--- config.mk ---
export PLATFORM = sky130hd
export DESIGN_NAME = branch_redirect_ctrl
export DESIGN_NICKNAME = d
export VERILOG_FILES = /design/src/rtl/cpu_pkg.sv /design/src/rtl/branch_unit.sv /design/src/rtl/branch_redirect_ctrl.sv
export SDC_FILE = /design/constraint.sdc
export NUM_CORES = 1
export LEC_CHECK = 0
export CAP_MARGIN = 25
export CORE_MARGIN = 8
export CORE_UTILIZATION = 42
export CTS_CLUSTER_DIAMETER = 40
export DETAILED_ROUTE_END_ITERATION = 8
export PLACE_DENSITY_LB_ADDON = 0.25
export SLEW_MARGIN = 15
export SYNTH_ARGS = -nofsm -noshare
export SYNTH_HDL_FRONTEND = slang
export SYNTH_SLANG_ARGS = --single-unit
--- constraint.sdc ---
create_clock -name clk -period 3.5 [get_ports clk]
set_input_delay 0.35 -clock clk [delete_from_list [all_inputs] [get_ports clk]]
set_output_delay 0.35 -clock clk [all_outputs]
set_load 0.1 [all_outputs]
--- src/rtl/cpu_pkg.sv ---
// Shared core definitions: redirect FSM states, branch funct3 encodings, ALU flag bit positions.
package cpu_pkg;

  typedef enum logic [1:0] {
    IDLE     = 2'd0,
    REDIRECT = 2'd1,
    FLUSH    = 2'd2
  } redir_state_e;

  localparam logic [2:0] F3_BEQ  = 3'b000;
  localparam logic [2:0] F3_BNE  = 3'b001;
  localparam logic [2:0] F3_BLT  = 3'b100;
  localparam logic [2:0] F3_BGE  = 3'b101;
  localparam logic [2:0] F3_BLTU = 3'b110;
  localparam logic [2:0] F3_BGEU = 3'b111;

  // Flags are {v,c,n,z} computed from rs1-rs2.
  localparam int FLAG_V = 3;
  localparam int FLAG_C = 2;
  localparam int FLAG_N = 1;
  localparam int FLAG_Z = 0;

endpackage

--- src/rtl/branch_unit.sv ---
// Branch condition evaluation from ALU flags; taken only when Branch is asserted.
module branch_unit
  import cpu_pkg::*;
(
  input  logic       Branch,
  input  logic [2:0] funct3,
  input  logic [3:0] flags,
  output logic       taken
);

  logic cond;

  always_comb begin
    cond = 1'b0;
    case (funct3)
      F3_BEQ:  cond = flags[FLAG_Z];
      F3_BNE:  cond = ~flags[FLAG_Z];
      F3_BLT:  cond = flags[FLAG_N] ^ flags[FLAG_V];
      F3_BGE:  cond = ~(flags[FLAG_N] ^ flags[FLAG_V]);
      // Unsigned compare: carry set means no borrow, i.e. rs1 >= rs2.
      F3_BLTU: cond = ~flags[FLAG_C];
      F3_BGEU: cond = flags[FLAG_C];
      default: cond = 1'b0;
    endcase
  end

  assign taken = Branch & cond;

endmodule

--- src/rtl/branch_redirect_ctrl.sv ---
// EX-stage redirect sequencer: redirect handshake to fetch, EX stall, IF/ID squash.
// Optional performance counters built when BRANCH_REDIRECT_PERF_EN is defined.
module branch_redirect_ctrl
  import cpu_pkg::*;
#(
  parameter int XLEN         = 32,
  parameter int FLUSH_CYCLES = 2,
  parameter int PERF_W       = 32
) (
  input  logic              clk,
  input  logic              reset,
  input  logic              ex_valid,
  input  logic              ex_branch,
  input  logic              ex_jump,
  input  logic [2:0]        ex_funct3,
  input  logic [3:0]        ex_flags,
  input  logic [XLEN-1:0]   ex_target,
  output logic              redirect_valid,
  output logic [XLEN-1:0]   redirect_pc,
  input  logic              redirect_ready,
  output logic              stall_ex,
  output logic              flush_ifid,
  output logic              misalign_exc,
  output logic [PERF_W-1:0] perf_branches,
  output logic [PERF_W-1:0] perf_taken,
  output logic [PERF_W-1:0] perf_stall
);

  localparam logic [3:0] FLUSH_INIT = 4'(FLUSH_CYCLES - 1);

  redir_state_e state_q, state_d;
  logic [XLEN-1:0] pc_q, pc_d;
  logic [3:0] cnt_q, cnt_d;
  logic valid_q, valid_d;
  logic stall_q, stall_d;
  logic flush_q, flush_d;
  logic mis_q, mis_d;

  logic taken_cond;
  logic redirect_req;
  logic aligned;

  branch_unit u_branch_unit (
    .Branch (ex_branch),
    .funct3 (ex_funct3),
    .flags  (ex_flags),
    .taken  (taken_cond)
  );

  assign redirect_req = ex_valid & (ex_jump | taken_cond);
  assign aligned      = (ex_target[1:0] == 2'b00);

  always_comb begin
    state_d = state_q;
    pc_d    = pc_q;
    cnt_d   = cnt_q;
    mis_d   = 1'b0;
    case (state_q)
      IDLE: begin
        if (redirect_req) begin
          if (aligned) begin
            pc_d    = ex_target;
            state_d = REDIRECT;
          end else begin
            mis_d = 1'b1;
          end
        end
      end
      REDIRECT: begin
        if (redirect_ready) begin
          state_d = FLUSH;
          cnt_d   = FLUSH_INIT;
        end
      end
      FLUSH: begin
        if (cnt_q == 4'd0) begin
          state_d = IDLE;
        end else begin
          cnt_d = cnt_q - 4'd1;
        end
      end
      default: state_d = IDLE;
    endcase
    // Outputs are registered, so they are decoded from the next state.
    valid_d = (state_d == REDIRECT);
    stall_d = (state_d == REDIRECT);
    flush_d = (state_d == REDIRECT) || (state_d == FLUSH);
  end

  always_ff @(posedge clk or posedge reset) begin
    if (reset) begin
      state_q <= IDLE;
      pc_q    <= '0;
      cnt_q   <= '0;
      valid_q <= 1'b0;
      stall_q <= 1'b0;
      flush_q <= 1'b0;
      mis_q   <= 1'b0;
    end else begin
      state_q <= state_d;
      pc_q    <= pc_d;
      cnt_q   <= cnt_d;
      valid_q <= valid_d;
      stall_q <= stall_d;
      flush_q <= flush_d;
      mis_q   <= mis_d;
    end
  end

  assign redirect_valid = valid_q;
  assign redirect_pc    = pc_q;
  assign stall_ex       = stall_q;
  assign flush_ifid     = flush_q;
  assign misalign_exc   = mis_q;

`ifdef BRANCH_REDIRECT_PERF_EN
  logic [PERF_W-1:0] perf_branches_q, perf_branches_d;
  logic [PERF_W-1:0] perf_taken_q, perf_taken_d;
  logic [PERF_W-1:0] perf_stall_q, perf_stall_d;

  // Counters saturate at all-ones rather than wrapping.
  always_comb begin
    perf_branches_d = perf_branches_q;
    perf_taken_d    = perf_taken_q;
    perf_stall_d    = perf_stall_q;
    if ((state_q == IDLE) && ex_valid && ex_branch && (perf_branches_q != '1))
      perf_branches_d = perf_branches_q + 1'b1;
    if ((state_q == IDLE) && (state_d == REDIRECT) && (perf_taken_q != '1))
      perf_taken_d = perf_taken_q + 1'b1;
    if ((state_q == REDIRECT) && (perf_stall_q != '1))
      perf_stall_d = perf_stall_q + 1'b1;
  end

  always_ff @(posedge clk or posedge reset) begin
    if (reset) begin
      perf_branches_q <= '0;
      perf_taken_q    <= '0;
      perf_stall_q    <= '0;
    end else begin
      perf_branches_q <= perf_branches_d;
      perf_taken_q    <= perf_taken_d;
      perf_stall_q    <= perf_stall_d;
    end
  end

  assign perf_branches = perf_branches_q;
  assign perf_taken    = perf_taken_q;
  assign perf_stall    = perf_stall_q;
`else
  assign perf_branches = '0;
  assign perf_taken    = '0;
  assign perf_stall    = '0;
`endif

endmodule

==> summary.txt <==
Timing
  – Fmax: approximately 0.42 GHz
  – Post-layout min period: roughly 2.4 ns
  – Worst slew pin tran: slightly above 1 ns
  – Sum Neg Setup Slack: 0 ns
  – Slew HR: a little under a third
  – RSZ-0062 raised after global routing: no
  – Fin crit share: between 60% and 70%
  – Slew Viols, Final: 0
  – Worst Skew: 0.00559 ns
  – Slack of the critical path: between 1 and 1.5 ns
  – Final Hold Fails: 0
  – Final setup vio count: 0

Worst setup path
  – Slowest Stage Delay on Critical Path: between 0.6 and 0.7 ns
  – WP buf/inv: 2
  – Critical Path Fanout Max: 20
  – Worst-case reg-to-reg path depth: 5
  – Startpoint types: input pin
  – Worst Path Required: approximately 3.7 ns
  – CP Class: in -> reg
  – Critical-path cell list: clkdlybuf4s50_1 -> or3b_2 -> nor2_1 -> and4_2 -> buf_4 -> o32ai_2
  – Setup crit end kind: flip-flop
  – CP max-delay cell: or3b_2
  – Worst Path Arrival: between 2 and 3 ns
  – Worst path depth: 6
  – Critical path's top delay family: simple AND/OR/NAND/NOR gates

Pwr
  – Pleak: 1.75 nW
  – Total power per unit cell area: ~970 nW/um^2
  – Total power: between 3 and 4 mW
  – Maximum vdd drop: approximately 480 uV

Final layout
  – Area of the multi-input gates: around 1400 sq um
  – Layout cells sized above 1: around 11%
  – Area Growth Syn to Fin: 17.3%
  – Fillers: a little over 700
  – Final Non-Filler Cells: 504
  – Core Util, Final: roughly half
  – FF+latch area: 1030 sq um
  – Nets: between 400 and 500
  – Ant. Diodes: 0

Clock tree
  – TritonCTS clock tree: done
  – CTS clk-pin slew, worst paths: around 0.08 ns
  – CTS H-tree depth: 2
  – # resized after CTS: 0
  – Sink Count: 41
  – Inserted Clock Buffers: 5
  – Clock tree buffer depth: 2
  – Clock Tree Root: clkbuf_8
  – CTS Hold Bufs: 0
  – Setup Buffers After CTS: 0
  – Clk_lat worst skew: 0.29 ns

Global route
  – Initial antenna violation count: 0
  – GRT overflow: 0
  – Vias in the first global route: 2200
  – First-pass GRT wire length: roughly 11000 microns
  – Largest net degree at the start of global routing: 29
  – GRT Util Overall: roughly an eighth

Synthesis
  – Post-synthesis sequential area ratio: approximately 33%
  – Synth cell types: 34
  – Ys flop type: dfrtp_1
  – Count leader, synth: buf_4
  – Post-synth ARST share: 100%
  – Largest cells by area after synthesis: dfrtp_1 (33%), buf_4 (24%), o32ai_2 (9.5%), nand2_1 (5.1%), inv_1 (4.4%)
  – List of most frequent post-synthesis cells: buf_4 (99), nand2_1 (42), dfrtp_1 (41)
  – Avg Cell Area, Syn: between 9 and 10 sq um
  – Yosys warns: 0
  – Number of synthesized flops with an enable pin: 0
  – Synthesized area: roughly 3100 sq um
  – Cells after synthesis: roughly 330
  – Synthesis-stage register bit count: 41
  – Post-synth top area cell: dfrtp_1
  – Post-synth top area share: 33.4%

Detailed routing
  – Drt pass-1 iters: 4
  – ANT nets after route: 0
  – Post-DR vias/cell: around 4.4
  – # DRC: 0
  – Avg WL per Cell: ~14 microns
  – First DRT Iteration DRCs: 67
  – Post-Route WL: between 7000 and 8000 microns
  – Via count: approximately 2200

Run
  – Number of max-cap violations: 0

Floorplanning
  – Rows: 31
  – Die area: between 10000 and 15000 sq um
  – Die height: a little over 100 microns
  – CORE AREA: 7180 sq um
  – Starting Density: 42.8%
  – Die extent in x: approximately 100 microns
  – Io pins: 177

Placement
  – Placer Congestion: around 0.8
  – DP HPWL: 5770 microns
  – Place WS: 0.811 ns
  – IO buf count: 80
  – Placed cell count: slightly below 500

Run status
  – Status: completed

Worst hold path
  – Hold Path Class: in -> async
==> cells by family (layout without fill, tap and decap cells) <==
family          after synthesis  in the layout  share of synthesized area (%)
fa+ha+maj                     3              3                           1.22
flops                        41             41                           33.4
other cells                   1             96                          0.122
mux                           2              2                          0.651
simple gates                 76             76                           11.3
buf+inv                     152            131                           33.2
compound gates               53             53                           18.8
xor+xnor                      3              3                           1.34
==> sequential cells by signal, indices dropped and copies added, names as in the netlist <==
name	count
cnt_q	4
redirect_pc	32
stall_ex	1
flush_ifid	1
misalign_exc	1
state_q	2
==> routing by layer <==
| layer | track usage, % | wire, microns | vias to the layer above |
|---|---|---|---|
| li1 | - | - | 1050 |
| met1 | 15.9 | 2790 | 1033 |
| met2 | 21.8 | 3440 | 111 |
| met3 | 4.95 | 813 | 9 |
| met4 | 4.12 | 120 | 0 |
| met5 | 0 | 0 | - |
==> cells in the final DEF, fill, tap and decap left out, drive strengths merged <==
cell type,n
o22ai,1
buf,7
clkdlybuf4s50,80
o32ai,21
or3b,2
clkinv,3
nand2,43
o2bb2ai,1
nand2b,2
nand3,3
nor3b,2
clkbuf,6
inv,35
and2,1
ha,3
nor2,8
a31oi,10
or2,1
dfrtp,41
a221o,1
nor2b,2
a2111oi,9
xor2,2
conb,96
xnor3,1
nor3,11
mux2i,2
and4,1
o21ai,10
==> area by class of cell <==
class / instances / share of cell area [%]
multi-input cells: 233 / 38.4
flip-flops and latches: 41 / 28.5
repair buffers: 87 / 23.7
inverters: 36 / 3.75
well taps: 99 / 3.44
clock buffers: 6 / 2.01
clock inverters: 2 / 0.278
==> where the power goes <==
group | internal [mW] | total [mW] | leakage [nW] | switching [mW]
Clock | 0.138 | 0.295 | 0.0450 | 0.156
Combinational | 0.481 | 2.43 | 1.18 | 1.95
Sequential | 0.656 | 0.758 | 0.526 | 0.101
==> stage by stage <==
| stage | hold WS, ns | cell area, sq um |
|---|---|---|
| finish | 0.326 | 3610 |
| global route | 0.348 | 3610 |
| CTS | 0.326 | 3610 |
| detailed placement | 0.500 | 3520 |
| global placement | 0.491 | 3520 |
| floorplan | 0.464 | 3430 |
==> worst paths after layout <==
path | start | endpoint | slack (ns)
max | ex_valid | redirect_pc[9]$_DFFE_PP0P_ | 1.10
min | reset | redirect_pc[28]$_DFFE_PP0P_ | 0.33
max reg2reg | state_q[0]$_DFF_PP0_ | redirect_pc[9]$_DFFE_PP0P_ | 1.20
min reg2reg | redirect_pc[0]$_DFFE_PP0P_ | redirect_pc[0]$_DFFE_PP0P_ | 0.51
max in group asynchronous | reset | redirect_pc[9]$_DFFE_PP0P_ | 2.47
min in group clk | redirect_pc[0]$_DFFE_PP0P_ | redirect_pc[0]$_DFFE_PP0P_ | 0.51
(Power assumes the default switching activity.)
